## src/rtl/ex_mem_stage_pkg.sv

```systemverilog
// Shared types and constants for the MIPS execute stage (package ex_pkg).
// Control field layouts: ex={RegDst,ALUOp[1:0],ALUSrc}, m={Branch,MemRead,MemWrite}, wb={RegWrite,MemtoReg}.
package ex_pkg;
  localparam int XLEN = 32;
  localparam int RIDX = 5;

  typedef enum logic [1:0] {
    ALUOP_ADD   = 2'b00,
    ALUOP_SUB   = 2'b01,
    ALUOP_RTYPE = 2'b10,
    ALUOP_ADD_B = 2'b11
  } aluop_e;

  localparam logic [5:0] FUNCT_ADD = 6'b100000;
  localparam logic [5:0] FUNCT_SUB = 6'b100010;
  localparam logic [5:0] FUNCT_AND = 6'b100100;
  localparam logic [5:0] FUNCT_OR  = 6'b100101;
  localparam logic [5:0] FUNCT_SLT = 6'b101010;

  // ALU_NOP marks an undecodable funct; the ALU then produces 0.
  typedef enum logic [3:0] {
    ALU_AND = 4'b0000,
    ALU_OR  = 4'b0001,
    ALU_ADD = 4'b0010,
    ALU_SUB = 4'b0110,
    ALU_SLT = 4'b0111,
    ALU_NOP = 4'b1111
  } aluctl_e;

  localparam int EX_REGDST   = 3;
  localparam int EX_ALUOP_HI = 2;
  localparam int EX_ALUOP_LO = 1;
  localparam int EX_ALUSRC   = 0;
  localparam int M_BRANCH    = 2;
  localparam int M_MEMREAD   = 1;
  localparam int M_MEMWRITE  = 0;
  localparam int WB_REGWRITE = 1;
  localparam int WB_MEMTOREG = 0;

  typedef struct packed {
    logic [1:0]      wb;
    logic            branch;
    logic            memread;
    logic            memwrite;
    logic [XLEN-1:0] add_result;
    logic            zero;
    logic [XLEN-1:0] alu_result;
    logic [XLEN-1:0] rdata2;
    logic [RIDX-1:0] dst;
  } exmem_t;

  // Operand forwarding: EX/MEM beats MEM/WB; register 0 is never forwarded.
  function automatic logic [XLEN-1:0] fwd_pick(
    input logic [RIDX-1:0] idx,   input logic [XLEN-1:0] rf,
    input logic            exw,   input logic [RIDX-1:0] exrd, input logic [XLEN-1:0] exd,
    input logic            mww,   input logic [RIDX-1:0] mwrd, input logic [XLEN-1:0] mwd);
    if (exw && exrd != '0 && exrd == idx)      return exd;
    else if (mww && mwrd != '0 && mwrd == idx) return mwd;
    else                                       return rf;
  endfunction
endpackage

```

## src/rtl/ex_mem_stage_if.sv

```systemverilog
// ID/EX bundle in, EX/MEM register out. Forwarding sources exist only with EX_FWD_EN.
interface ex_mem_stage_if #(parameter int DATA_W = 32, parameter int REG_AW = 5);
  logic [1:0]        wb_ctl;
  logic [2:0]        m_ctl;
  logic [3:0]        ex_ctl;
  logic [DATA_W-1:0] npc, rdata1, rdata2, s_extend;
  logic [REG_AW-1:0] instr_2016, instr_1511;
  logic              stall, flush;
  logic [1:0]        wb_ctlout;
  logic              branch, memread, memwrite, zero;
  logic [DATA_W-1:0] add_result, alu_result, rdata2out;
  logic [REG_AW-1:0] five_bit_muxout;
`ifdef EX_FWD_EN
  logic [REG_AW-1:0] instr_2521, exmem_rd, memwb_rd;
  logic              exmem_regwrite, memwb_regwrite;
  logic [DATA_W-1:0] exmem_data, memwb_data;
`endif

  modport slave (
`ifdef EX_FWD_EN
    input  instr_2521, exmem_regwrite, exmem_rd, exmem_data, memwb_regwrite, memwb_rd, memwb_data,
`endif
    input  wb_ctl, m_ctl, ex_ctl, npc, rdata1, rdata2, s_extend, instr_2016, instr_1511, stall, flush,
    output wb_ctlout, branch, memread, memwrite, add_result, zero, alu_result, rdata2out, five_bit_muxout
  );

  modport master (
`ifdef EX_FWD_EN
    output instr_2521, exmem_regwrite, exmem_rd, exmem_data, memwb_regwrite, memwb_rd, memwb_data,
`endif
    output wb_ctl, m_ctl, ex_ctl, npc, rdata1, rdata2, s_extend, instr_2016, instr_1511, stall, flush,
    input  wb_ctlout, branch, memread, memwrite, add_result, zero, alu_result, rdata2out, five_bit_muxout
  );
endinterface

```

## src/rtl/ex_mem_stage_alu.sv

```systemverilog
// ALU control decode and 32-bit ALU (combinational).
module ex_alu
  import ex_pkg::*;
(
  input  logic [1:0]      aluop,
  input  logic [5:0]      funct,
  input  logic [XLEN-1:0] a,
  input  logic [XLEN-1:0] b,
  output logic [XLEN-1:0] result,
  output logic            zero
);
  aluctl_e w_ctl;

  always_comb begin
    w_ctl = ALU_NOP;
    case (aluop)
      ALUOP_ADD, ALUOP_ADD_B: w_ctl = ALU_ADD;
      ALUOP_SUB:              w_ctl = ALU_SUB;
      default: begin
        case (funct)
          FUNCT_ADD: w_ctl = ALU_ADD;
          FUNCT_SUB: w_ctl = ALU_SUB;
          FUNCT_AND: w_ctl = ALU_AND;
          FUNCT_OR:  w_ctl = ALU_OR;
          FUNCT_SLT: w_ctl = ALU_SLT;
          default:   w_ctl = ALU_NOP;
        endcase
      end
    endcase
  end

  always_comb begin
    result = '0;
    case (w_ctl)
      ALU_ADD: result = a + b;
      ALU_SUB: result = a - b;
      ALU_AND: result = a & b;
      ALU_OR:  result = a | b;
      ALU_SLT: result = {{(XLEN-1){1'b0}}, ($signed(a) < $signed(b))};
      default: result = '0;
    endcase
  end

  assign zero = (result == '0);
endmodule

```

## src/rtl/ex_mem_stage.sv

```systemverilog
// MIPS execute stage with EX/MEM pipeline register. Optional forwarding: define EX_FWD_EN.
// Register priority per edge: reset > flush > stall > load.
module ex_mem_stage
  import ex_pkg::*;
#(
  parameter int DATA_W = 32,
  parameter int REG_AW = 5
) (
  input logic             clk,
  input logic             reset,
  ex_mem_stage_if.slave   bus
);
  logic [DATA_W-1:0] w_a, w_rt, w_b, w_alu, w_tgt;
  logic              w_zero;
  logic [REG_AW-1:0] w_dst;
  exmem_t            w_d, r_q;

`ifdef EX_FWD_EN
  assign w_a  = fwd_pick(bus.instr_2521, bus.rdata1, bus.exmem_regwrite, bus.exmem_rd, bus.exmem_data,
                         bus.memwb_regwrite, bus.memwb_rd, bus.memwb_data);
  assign w_rt = fwd_pick(bus.instr_2016, bus.rdata2, bus.exmem_regwrite, bus.exmem_rd, bus.exmem_data,
                         bus.memwb_regwrite, bus.memwb_rd, bus.memwb_data);
`else
  assign w_a  = bus.rdata1;
  assign w_rt = bus.rdata2;
`endif

  assign w_b   = bus.ex_ctl[EX_ALUSRC] ? bus.s_extend : w_rt;
  assign w_dst = bus.ex_ctl[EX_REGDST] ? bus.instr_1511 : bus.instr_2016;
  // Word offset: the top two immediate bits fall off, wrapping modulo 2^32.
  assign w_tgt = bus.npc + {bus.s_extend[DATA_W-3:0], 2'b00};

  ex_alu u_alu (
    .aluop  (bus.ex_ctl[EX_ALUOP_HI:EX_ALUOP_LO]),
    .funct  (bus.s_extend[5:0]),
    .a      (w_a),
    .b      (w_b),
    .result (w_alu),
    .zero   (w_zero)
  );

  always_comb begin
    w_d            = '0;
    w_d.wb         = bus.wb_ctl;
    w_d.branch     = bus.m_ctl[M_BRANCH];
    w_d.memread    = bus.m_ctl[M_MEMREAD];
    w_d.memwrite   = bus.m_ctl[M_MEMWRITE];
    w_d.add_result = w_tgt;
    w_d.zero       = w_zero;
    w_d.alu_result = w_alu;
    w_d.rdata2     = w_rt;
    w_d.dst        = w_dst;
  end

  always_ff @(posedge clk or posedge reset) begin
    if (reset)           r_q <= '0;
    else if (bus.flush)  r_q <= '0;
    else if (!bus.stall) r_q <= w_d;
  end

  assign bus.wb_ctlout       = r_q.wb;
  assign bus.branch          = r_q.branch;
  assign bus.memread         = r_q.memread;
  assign bus.memwrite        = r_q.memwrite;
  assign bus.add_result      = r_q.add_result;
  assign bus.zero            = r_q.zero;
  assign bus.alu_result      = r_q.alu_result;
  assign bus.rdata2out       = r_q.rdata2;
  assign bus.five_bit_muxout = r_q.dst;
endmodule

```

## src/flat_wrapper.sv

```systemverilog
// flat-port wrapper written by rule: the top's interface ports become plain ports
module ex_mem_stage_flat import ex_pkg::*;
#(
  parameter int DATA_W = 32,
  parameter int REG_AW = 5
)
  (clk, reset, bus_wb_ctl, bus_m_ctl, bus_ex_ctl, bus_npc, bus_rdata1, bus_rdata2, bus_s_extend, bus_instr_2016, bus_instr_1511, bus_stall, bus_flush, bus_wb_ctlout, bus_branch, bus_memread, bus_memwrite, bus_add_result, bus_zero, bus_alu_result, bus_rdata2out, bus_five_bit_muxout);
  ex_mem_stage_if #(.DATA_W(DATA_W), .REG_AW(REG_AW)) bus_i ();
  input logic clk;
  input logic reset;
  input wire logic [$bits(bus_i.wb_ctl)-1:0] bus_wb_ctl;
  input wire logic [$bits(bus_i.m_ctl)-1:0] bus_m_ctl;
  input wire logic [$bits(bus_i.ex_ctl)-1:0] bus_ex_ctl;
  input wire logic [$bits(bus_i.npc)-1:0] bus_npc;
  input wire logic [$bits(bus_i.rdata1)-1:0] bus_rdata1;
  input wire logic [$bits(bus_i.rdata2)-1:0] bus_rdata2;
  input wire logic [$bits(bus_i.s_extend)-1:0] bus_s_extend;
  input wire logic [$bits(bus_i.instr_2016)-1:0] bus_instr_2016;
  input wire logic [$bits(bus_i.instr_1511)-1:0] bus_instr_1511;
  input wire logic [$bits(bus_i.stall)-1:0] bus_stall;
  input wire logic [$bits(bus_i.flush)-1:0] bus_flush;
  output wire logic [$bits(bus_i.wb_ctlout)-1:0] bus_wb_ctlout;
  output wire logic [$bits(bus_i.branch)-1:0] bus_branch;
  output wire logic [$bits(bus_i.memread)-1:0] bus_memread;
  output wire logic [$bits(bus_i.memwrite)-1:0] bus_memwrite;
  output wire logic [$bits(bus_i.add_result)-1:0] bus_add_result;
  output wire logic [$bits(bus_i.zero)-1:0] bus_zero;
  output wire logic [$bits(bus_i.alu_result)-1:0] bus_alu_result;
  output wire logic [$bits(bus_i.rdata2out)-1:0] bus_rdata2out;
  output wire logic [$bits(bus_i.five_bit_muxout)-1:0] bus_five_bit_muxout;
  assign bus_i.wb_ctl = bus_wb_ctl;
  assign bus_i.m_ctl = bus_m_ctl;
  assign bus_i.ex_ctl = bus_ex_ctl;
  assign bus_i.npc = bus_npc;
  assign bus_i.rdata1 = bus_rdata1;
  assign bus_i.rdata2 = bus_rdata2;
  assign bus_i.s_extend = bus_s_extend;
  assign bus_i.instr_2016 = bus_instr_2016;
  assign bus_i.instr_1511 = bus_instr_1511;
  assign bus_i.stall = bus_stall;
  assign bus_i.flush = bus_flush;
  assign bus_wb_ctlout = bus_i.wb_ctlout;
  assign bus_branch = bus_i.branch;
  assign bus_memread = bus_i.memread;
  assign bus_memwrite = bus_i.memwrite;
  assign bus_add_result = bus_i.add_result;
  assign bus_zero = bus_i.zero;
  assign bus_alu_result = bus_i.alu_result;
  assign bus_rdata2out = bus_i.rdata2out;
  assign bus_five_bit_muxout = bus_i.five_bit_muxout;
  ex_mem_stage #(.DATA_W(DATA_W), .REG_AW(REG_AW)) u_core (.clk(clk), .reset(reset), .bus(bus_i));
endmodule
```

## config.mk

```make
export PLATFORM = sky130hd
export DESIGN_NAME = ex_mem_stage_flat
export DESIGN_NICKNAME = d
export VERILOG_FILES = /design/src/rtl/ex_mem_stage_pkg.sv /design/src/rtl/ex_mem_stage_if.sv /design/src/rtl/ex_mem_stage_alu.sv /design/src/rtl/ex_mem_stage.sv /design/src/flat_wrapper.sv
export SDC_FILE = /design/constraint.sdc
export NUM_CORES = 1
export LEC_CHECK = 0
export ABC_AREA = 1
export ABC_CLOCK_PERIOD_IN_PS = 6850
export CORE_MARGIN = 5
export CORE_UTILIZATION = 57
export CTS_CLUSTER_DIAMETER = 40
export DETAILED_ROUTE_END_ITERATION = 12
export HOLD_SLACK_MARGIN = 0.08
export PLACE_DENSITY = 0.84
export SLEW_MARGIN = 10
export SYNTH_ARGS = -nofsm -noshare
export SYNTH_HDL_FRONTEND = slang
export SYNTH_SLANG_ARGS = --single-unit
```

## constraint.sdc

```tcl
create_clock -name clk -period 6.85 [get_ports clk]
set_input_delay 1.7125 -clock clk [delete_from_list [all_inputs] [get_ports clk]]
set_output_delay 1.7125 -clock clk [all_outputs]
set_load 0.01 [all_outputs]
```

==> out/metrics.yaml, run 1 <==
syn_avg_cell_area_sq_um: 6.14
critPathArrivalTime_ps: 5490
fin_crit_sh: 0.759
drc: 0
dieWidth_microns: 157
power.share.switching: 0.429
grt.busiest_layer: "met2"
clock_path_buffers: 2
diodes: 0
synth_area_leaders: "dfrtp_1 22%, nand2_1 18%, ha_1 13%"
syn_nets: 2274
routed_via_density: 5.89
clock_skew_ps: 0
final_nets: 2488
synthToLayoutAreaGrowth_pct: 24.5
grt-ovfl-total: 0
setup_viol: 0
yosysMostFrequentCell: "nand2_1"
stdcell_count: 2488
antenna_found_initial: 0
num_vias: 14600
clockRootBuffer: "clkbuf_16"
wl_per_cell_microns: 19.8
synth.largest_area_cell: "dfrtp_1"
cp-end-kind: "register"
cts_buffers: 9
fmax_mhz: 192
rsz0062_at_grt: "no"
synth_top_flop_cell: "dfrtp_1"
grtUsageMet2: 0.631
layout_setup_ws_ps: 1650
p_per_area_mw_per_mm2: 160
initial_utilization: 0.581
drt-initial-drc-count: 1712
post_cts.repair.setup_buffers: 0
worst_setup_path_start_kind: "input port"
cts_tree: "done"
async_reset_ff_frac: 1.00
grt_usage: 0.393
fin_util: 0.723
tns_ps: 0
htree_num_levels: 3
dr.pass1.iters: 8
fp.coreArea_sq_mm: 0.0211
critical_path_class: "input port to register"
regArea_sq_mm: 0.00268
grt_pass1_wl_microns: 75500
place_congestion: 1.05
ys_seq_area_frac: 0.219
num_rows: 53
multi_input_area_sq_mm: 0.00803
yosysTopAreaCellShare: 0.219
p_comb_frac: 0.489
wl_microns: 49400
layout_min_cycle_time_ps: 5200
hold_path_class: "register to register"
p_seq_frac: 0.294
clkPwrFrac: 0.216
ys_types: 52
ys_warn_count: 0
synth_edf_count: 0
die_area_sq_mm: 0.0245
grt_pass1_vias: 14100
clock_sinks: 107
post-place-ws_ps: 1480
cts_hold_buf: 0
hold_ws_ps: 486
gr-usage-met1: 0.498
grtUsageMet3: 0.0863
required_ps: 7140
dp.cells: 2472
die_y_microns: 157
cts_resized: 0
syn_area_sq_mm: 0.0122
final_antenna_net_count: 0
report.final.slew_viol_count: 0
ioPinCount: 258
port-buffer-count: 257
nFillCells: 1717
clk_latency_ps: 350
cp_max_fo: 4
synth_commonest_cells: "587 x nand2_1, 335 x inv_1, 212 x nor2_1"
worstMarginPinSlew_ps: 1100
cts.clk_slew.worst_paths_ps: 80
drive_gt1_frac: 0.0258
status: "completed"
grt_max_degree: 68
detailed_place_hpwl_microns: 39800
peakVddDrop_uv: 115
max_slew_margin: 0.261
hold_viol_final: 0
p_int_mw: 1.39
synth_seq_cells: 107
syn_inst: 1994
maxCapViolations: 0
power_switching_mw: 1.05
p_leak_nw: 8.20
cell families after synthesis:
| kind of cell | synth area share |
|---|---|
| AND/OR/NAND/NOR | 0.339 |
| buffers and inverters | 0.128 |
| AO/OA/AOI/OAI | 0.161 |
| adder cells (fa/ha/maj) | 0.134 |
| flip-flops | 0.219 |
| XOR/XNOR | 0.0165 |
| multiplexers | 0.00409 |
worst paths after layout:
kind | slack [ps] | endpoint | depth (start not counted) | start
setup / recovery | 1650 | u_core.bus.zero | 21 | bus_rdata2[1]
hold / removal | 490 | u_core.bus.add_result[14] | 2 | u_core.bus.add_result[14]
setup reg to reg | 6070 | u_core.bus.alu_result[0] | 1 | u_core.bus.alu_result[0]
hold reg to reg | 490 | u_core.bus.add_result[14] | 2 | u_core.bus.add_result[14]
max in group asynchronous | 3830 | u_core.bus.rdata2out[21] | 3 | reset
min in group asynchronous | 1760 | u_core.bus.five_bit_muxout[1] | 2 | reset
stage by stage:
step,power [mW],area [sq um]
2_1_floorplan,1.41,12200
3_3_place_gp,1.86,14900
3_5_place_dp,1.87,14900
4_1_cts,2.40,15200
5_1_grt,2.56,15200
6_report,2.44,15200
critical path, cell delays in order:
cell and delay (ps):
clkdlybuf4s50_1 460, o21ai_0 720, inv_1 190, fa_1 480, nor2_1 160, nand2_1 60, nand3_1 190, nand3_1 110
nand2_1 180, nand2_1 110, nand2_1 140, nand2_1 110, nand3_1 110, nand2_1 60, nor2_1 200, nand2_1 90
nor2_1 120, nand2_1 60, nor2_1 90, nand3_1 70, nand2_1 60
routing by layer:
metal  part of all wire  vias to the layer above
met5                  0                        -
met4              0.060                        0
met3               0.11                      200
met2               0.45                      996
met1               0.38                     6697
li1                   -                     6756
cell usage in the layout (no fill, tap or decap), types with 6 or more instances in the layout:
| cell | instances |
|---|---|
| nand2_1 | 587 |
| inv_1 | 334 |
| clkdlybuf4s50_1 | 256 |
| nor2_1 | 210 |
| nand3_1 | 130 |
| ha_1 | 126 |
| o21ai_0 | 109 |
| a21oi_1 | 108 |
| dfrtp_1 | 107 |
| a22o_1 | 55 |
| xor2_1 | 22 |
| nand4_1 | 20 |
| nor3_1 | 16 |
| o21bai_1 | 15 |
| o21ai_1 | 10 |
| clkbuf_16 | 9 |
| or2_2 | 7 |
| a31oi_1 | 7 |
| nor2_4 | 6 |
| buf_4 | 6 |
registers in the layout, summed over array words and instances, names as in the netlist:
| register | flops |
|---|---|
| u_core.bus.zero | 1 |
| u_core.bus.memread | 1 |
| u_core.bus.wb_ctlout | 2 |
| u_core.bus.memwrite | 1 |
| u_core.bus.branch | 1 |
| u_core.bus.alu_result | 32 |
| u_core.bus.add_result | 32 |
| u_core.bus.five_bit_muxout | 5 |
| u_core.bus.rdata2out | 32 |
power by group through the flow:
stage	Sequential, mW	Clock, mW	Combinational, mW
floorplan	0.743	0	0.664
global placement	0.725	0	1.13
detailed placement	0.726	0	1.15
CTS	0.716	0.524	1.16
global route	0.722	0.548	1.29
finish	0.718	0.528	1.19
cell type report:
class | instances | area share
multi-input combinational | 1488 | 0.527
sequential | 107 | 0.176
tap | 275 | 0.0226
timing repair buffer | 263 | 0.171
clock buffer | 11 | 0.0166
clock inverter | 5 | 0.00296
inverter | 339 | 0.0838
Power figures use the tool's default switching activity.
==> run 2: changes to the inputs <==
- ABC_CLOCK_PERIOD_IN_PS: 6850 -> 5000
- CORE_UTILIZATION: 57 -> 53
- PLACE_DENSITY: 0.84 -> 0.79
- clock period: 6.85 -> 5 ns (I/O delays scaled with it)
==> out/metrics.yaml, run 2 (synthesis gave the netlist of run 1 again) <==
final_antenna_net_count: 0
antenna_found_initial: 0
layout_min_cycle_time_ps: 4560
grt_usage: 0.364
cts_tree: "done"
critical_path_class: "input port to register"
grt_pass1_vias: 13800
required_ps: 5300
clock_skew_ps: 0
die_area_sq_mm: 0.0262
num_rows: 55
cp-end-kind: "register"
p_seq_frac: 0.288
power.share.switching: 0.424
grt_max_degree: 88
nFillCells: 2030
cp-startpoint: "bus_s_extend[0]"
power_switching_mw: 1.44
placed_area_sq_mm: 0.0152
setup_viol: 0
routed_via_density: 5.69
ff2ff_setup_slack_ps: 4230
cts_resized: 0
critPathArrivalTime_ps: 4850
tns_ps: 0
grt-ovfl-total: 0
hold_viol_final: 0
num_vias: 14400
worstMarginPinSlew_ps: 1120
p_per_area_mw_per_mm2: 219
layout_setup_ws_ps: 444
wl_per_cell_microns: 19.5
fp.coreArea_sq_mm: 0.0227
fin_crit_sh: 0.911
clockRootBuffer: "clkbuf_16"
detailed_place_hpwl_microns: 40300
dr.pass1.iters: 5
cts_buffers: 9
p_comb_frac: 0.494
grt_pass1_wl_microns: 75200
synthToLayoutAreaGrowth_pct: 26.8
ioPinCount: 258
cts_hold_buf: 0
final_common_cell: "nand2_1"
diodes: 0
clkPwrFrac: 0.218
drive_gt1_frac: 0.0401
cts.clk_slew.worst_paths_ps: 80
drc: 0
clk_latency_ps: 350
worst_setup_path_start_kind: "input port"
fmax_mhz: 220
drt-initial-drc-count: 1451
p_leak_nw: 8.37
initial_utilization: 0.539
rsz0062_at_grt: "no"
final_nets: 2521
hold_path_class: "register to register"
die_y_microns: 162
maxCapViolations: 0
p_int_mw: 1.96
htree_num_levels: 3
place_congestion: 1.02
cp_max_fo: 6
r2r-start: "u_core.bus.add_result[11]"
layout_common_cells: "587 x nand2_1, 334 x inv_1, 256 x clkdlybuf4s50_1, 210 x nor2_1, 129 x nand3_1"
port-buffer-count: 257
max_slew_margin: 0.251
final_area_sq_mm: 0.0155
report.final.slew_viol_count: 0
post_cts.repair.setup_buffers: 0
hold_start: "u_core.bus.rdata2out[30]"
clock_path_buffers: 2
wl_microns: 49400
post-place-ws_ps: 61.1
status: "completed"
clock_sinks: 107
peakVddDrop_uv: 187
dieWidth_microns: 162
## run 2: changes by cell type in the layout (fill, tap and decap cells not counted), sizes merged
cell / change
inv: +1
bufinv: +1
buf: +33
clkbuf: -1
clkinvlp: -1
## run 2: critical path, cell delays in order
cell,delay (ps)
clkdlybuf4s50_1,570
inv_1,90
nand2_1,60
o21ai_0,150
inv_1,120
ha_1,260
inv_1,100
fa_1,410
inv_1,110
nand3_1,90
nand3_2,180
nand2_1,70
nand2_1,110
nand2_1,70
nand2_1,190
nand2_1,130
nand2_1,80
nand2_1,50
nand3_1,80
nand2_1,70
nor2_1,170
nand3_1,170
nor2_1,140
nand3_1,70
nand2_1,60
## run 2: stage by stage
stage               total power, mW  hold slack [ps]  utilization  std cells
floorplan                      1.93              509            -       1994
finish                         3.40              481        0.683       2531
global route                   3.58              509        0.683       2531
detailed placement             2.61              469        0.670       2515
global placement               2.59              461        0.670       2515
CTS                            3.36              485        0.683       2531
## run 2: layout make-up
cell class / instances / area [sq um] / share of cell area
clock buffer: 10 / 229 / 0.0148
timing repair buffer: 296 / 2890 / 0.186
inverter: 339 / 1280 / 0.0823
multi-input combinational: 1488 / 8030 / 0.517
sequential: 107 / 2680 / 0.173
clock inverter: 6 / 70.1 / 0.00451
tap: 285 / 357 / 0.0230
## run 2: final timing paths
| path | cells after the start | to |
|---|---|---|
| setup / recovery | 25 | u_core.bus.zero |
| hold / removal | 2 | u_core.bus.rdata2out[30] |
| setup reg to reg | 2 | u_core.bus.add_result[11] |
| hold reg to reg | 2 | u_core.bus.rdata2out[30] |
| max in group asynchronous | 3 | u_core.bus.alu_result[5] |
| min in group asynchronous | 2 | u_core.bus.five_bit_muxout[4] |
## run 2: routing by layer
| metal | wire (microns) | GRT usage | up-vias | share of wire |
|---|---|---|---|---|
| li1 | - | - | 6817 | - |
| met5 | 0 | 0 | - | 0 |
| met1 | 19400 | 0.461 | 6634 | 0.39 |
| met2 | 22800 | 0.608 | 804 | 0.46 |
| met4 | 2380 | 0.151 | 0 | 0.048 |
| met3 | 4930 | 0.0716 | 136 | 0.10 |
## run 2: power groups by stage
| stage | registers, mW | logic, mW | clock network (mW) |
|---|---|---|---|
| after floorplan | 1.02 | 0.910 | 0 |
| after global placement | 0.990 | 1.60 | 0 |
| after detailed placement | 0.991 | 1.62 | 0 |
| after CTS | 0.976 | 1.63 | 0.746 |
| after global routing | 0.985 | 1.81 | 0.778 |
| final | 0.978 | 1.68 | 0.742 |
==> run 3: changes to the inputs <==
- CTS_BUF_LIST: not set -> sky130_fd_sc_hd__clkbuf_16
==> out/metrics.yaml, run 3 (synthesis gave the netlist of run 1 again) <==
num_rows: 55
grt_max_degree: 88
clkPwrFrac: 0.217
wl_per_cell_microns: 19.5
grtUsageMet3: 0.0723
final_antenna_net_count: 0
die_y_microns: 162
initial_utilization: 0.539
detailed_place_hpwl_microns: 40300
cp-end-kind: "register"
die_area_sq_mm: 0.0262
synthToLayoutAreaGrowth_pct: 26.8
worst_setup_path_start_kind: "input port"
routed_via_density: 5.70
cts_tree: "done"
clock_path_buffers: 2
p_per_area_mw_per_mm2: 219
grtUsageMet2: 0.608
hold_ws_ps: 479
power.share.switching: 0.424
maxCapViolations: 0
rsz0062_at_grt: "no"
fmax_mhz: 216
fin_util: 0.683
place_congestion: 1.02
diodes: 0
final_nets: 2521
grt_usage: 0.364
p_seq_frac: 0.288
drive_gt1_frac: 0.0401
hold_path_class: "register to register"
required_ps: 5290
clock_skew_ps: 0
power_switching_mw: 1.44
max_slew_margin: 0.257
tns_ps: 0
cp-startpoint: "bus_s_extend[0]"
grt.busiest_layer: "met2"
p_comb_frac: 0.495
clockRootBuffer: "clkbuf_16"
dr.pass1.iters: 6
hold_start: "u_core.bus.rdata2out[30]"
post-place-ws_ps: 61.1
dieWidth_microns: 162
drc: 0
setup_viol: 0
cp_max_fo: 6
status: "completed"
final_area_sq_mm: 0.0155
peakVddDrop_uv: 187
critical_path_class: "input port to register"
antenna_found_initial: 0
clock_sinks: 107
grt-ovfl-total: 0
placed_area_sq_mm: 0.0152
wl_microns: 49400
cts_buffers: 9
ioPinCount: 258
htree_num_levels: 3
fin_crit_sh: 0.924
layout_min_cycle_time_ps: 4620
p_int_mw: 1.96
layout_common_cells: "587 x nand2_1, 335 x inv_1, 256 x clkdlybuf4s50_1, 210 x nor2_1, 129 x nand3_1"
hold_viol_final: 0
r2r-start: "u_core.bus.alu_result[30]"
p_leak_nw: 8.37
critPathArrivalTime_ps: 4910
report.final.slew_viol_count: 0
worstMarginPinSlew_ps: 1110
cts.clk_slew.worst_paths_ps: 80
gr-usage-met1: 0.460
port-buffer-count: 257
num_vias: 14400
final_common_cell: "nand2_1"
grt_pass1_vias: 13800
drt-initial-drc-count: 1420
fp.coreArea_sq_mm: 0.0227
clk_latency_ps: 350
layout_setup_ws_ps: 381
grt_pass1_wl_microns: 75200
run 3: power groups by stage:
stage	Combinational [mW]	Sequential (mW)	Clock (mW)
2_1_floorplan	0.910	1.02	0
3_3_place_gp	1.60	0.990	0
3_5_place_dp	1.62	0.991	0
4_1_cts	1.63	0.976	0.743
5_1_grt	1.81	0.985	0.774
6_report	1.68	0.978	0.737
run 3: layout make-up:
| cell class | count | area (sq um) |
|---|---|---|
| clock inverters | 7 | 73.8 |
| repair buffers | 296 | 2890 |
| inverters | 339 | 1280 |
| fillers | 2030 | 7190 |
| well taps | 285 | 357 |
| multi-input cells | 1488 | 8030 |
| clock buffers | 9 | 225 |
| flip-flops and latches | 107 | 2680 |
run 3: layer usage:
layer | vias to the layer above | share of wire
li1 | 6809 | -
met1 | 6641 | 0.38
met2 | 837 | 0.46
met3 | 137 | 0.10
met4 | 0 | 0.048
met5 | - | 0
run 3: worst paths after layout:
path	to	slack, ps	cells after the start
min in group asynchronous	u_core.bus.five_bit_muxout[4]	1490	2
setup / recovery	u_core.bus.zero	380	25
hold reg to reg	u_core.bus.rdata2out[30]	480	2
max in group asynchronous	u_core.bus.alu_result[7]	2620	3
setup reg to reg	u_core.bus.alu_result[30]	4240	1
hold / removal	u_core.bus.rdata2out[30]	480	2
run 3: what timing repair did:
item	4_1_cts	5_1_grt
hold endpoints to repair	0	0
hold buffers	0	0
setup buffers	0	0
gates resized for setup	0	1
endpoints found under the setup margin	0	1
run 3: through the flow:
| step | power (mW) | std cells |
|---|---|---|
| final | 3.39 | 2531 |
| after detailed placement | 2.61 | 2515 |
| after floorplan | 1.93 | 1994 |
| after global routing | 3.57 | 2531 |
| after global placement | 2.59 | 2515 |
| after CTS | 3.35 | 2531 |
run 3: worst max-delay path, cell delays in order:
cell and delay (ps):
clkdlybuf4s50_1 580, inv_1 90, nand2_1 60, o21ai_0 160, inv_1 130, ha_1 270
inv_1 100, fa_1 410, inv_1 110, nand3_1 90, nand3_2 180, nand2_1 70
nand2_1 110, nand2_1 80, nand2_1 200, nand2_1 130, nand2_1 80, nand2_1 50
nand3_1 80, nand2_1 70, nor2_1 170, nand3_1 170, nor2_1 140, nand3_1 70
nand2_1 60
==> RTL edit (settings of run 3) <==
Remove the case item `ALU_SUB` of the case on `w_ctl`.
--- a/src/rtl/ex_mem_stage_alu.sv
+++ b/src/rtl/ex_mem_stage_alu.sv
@@ -33,7 +33,6 @@
     result = '0;
     case (w_ctl)
       ALU_ADD: result = a + b;
-      ALU_SUB: result = a - b;
       ALU_AND: result = a & b;
       ALU_OR:  result = a | b;
       ALU_SLT: result = {{(XLEN-1){1'b0}}, ($signed(a) < $signed(b))};
Formal check against the unedited RTL: not equivalent (a bounded check fails within 4 cycles, from zero or initial values and one cycle with reset high).
==> RTL edit against run 3 <==
- first-iteration DRC count fell by 43%
- sequential cell count did not move
- clock skew did not move
- combinational power fell by 27%
- register-to-register slack got worse by 0.03 ns
- setup slack improved by 0.48 ns
- design area fell by 14%
- area after synthesis fell by 16%
- worst hold slack improved by 0.0038 ns
- power fell by 12%
- wire length fell by 23%
- die area fell by 15%
==> RTL edit: results (changes against run 3) <==
* Run status: finished, final reports clean (unchanged)
* Count of routing violations after the opening detailed-route iteration at 806 (was 1,420)
* End point of the worst hold path: u_core.bus.add_result[29] (was u_core.bus.rdata2out[30])
* Drt total wl at 38,100 um (was 49,400 um)
* Register-to-register setup slack at 4.21 ns (was 4.24 ns)
* Top cells by count, synth: nand2_1, inv_1, nor2_1 (unchanged)
* Switching share of power at 0.388 (was 0.424)
* Sequential cell fraction of total power at 0.325 (was 0.288)
* Clock network power at 0.000787 W (was 0.000737 W)
* Vias at 11,200 (was 14,400)
* Adder-cell share of the synthesized area at 0.158 (was 0.134)
* Number of unique standard cell types used by synthesis at 41 (was 52)
* Post-Synth XOR/XNOR Area at 0.0103 (was 0.0165)
* Crit path arrival time at 4.45 ns (was 4.91 ns)
* Leakage power of the design at 7.07 nW (was 8.37 nW)
* Maximum fanout along the worst path at 4 (was 6)
* Worst hold margin at 0.483 ns (was 0.479 ns)
* Worst-case setup slack after placement at 0.512 ns (was 0.0611 ns)
* First-pass GRT wire length at 58,600 um (was 75,200 um)
* Count of nets after finishing at 2,052 (was 2,521)
* Dpl cell area at 13,100 sq um (was 15,200 sq um)
* Slew of the pin with the lowest slew margin at 0.727 ns (was 1.11 ns)
* Synth Area in Compound Gates at 0.181 (was 0.161)
* Routability congestion estimate from global placement at 1.02 (about the same)
* Global-route usage over all layers at 0.336 (was 0.364)
* Highest Clock Rate at 242 MHz (was 216 MHz)
* Startpoint of the most critical hold path: u_core.bus.add_result[29] (was u_core.bus.rdata2out[30])
-- RTL edit: area by class of cell --
cell class                 count  area [sq um]
clock inverter                 7          83.8
multi-input combinational   1137          6460
timing repair buffer         265          2650
tap                          260           325
sequential                   107          2680
fill                        1633          5460
inverter                     253           955
clock buffer                   9           225
-- RTL edit: critical path, cell delays in order --
cell and delay (ns):
clkdlybuf4s50_1 0.56, inv_1 0.11, nand2_1 0.06, o21ai_0 0.14
inv_1 0.12, ha_1 0.16, inv_1 0.06, fa_1 0.44
nor2_1 0.16, o21ai_0 0.10, nand2_1 0.14, nand2_1 0.12
nand2_1 0.11, nand2_1 0.10, nand2_1 0.08, nand2_1 0.05
nand3_1 0.06, nand2_1 0.12, nor3_1 0.18, nand2_1 0.11
nor2_1 0.12, nand2_1 0.05, nand2_1 0.05
-- RTL edit: routing by layer --
metal  vias to the layer above  global-route usage  share of wire
li1                       5418                   -              -
met1                      5197               0.403           0.40
met2                       500               0.592           0.48
met3                       106              0.0547          0.073
met4                         0               0.145          0.046
met5                         -                   0              0
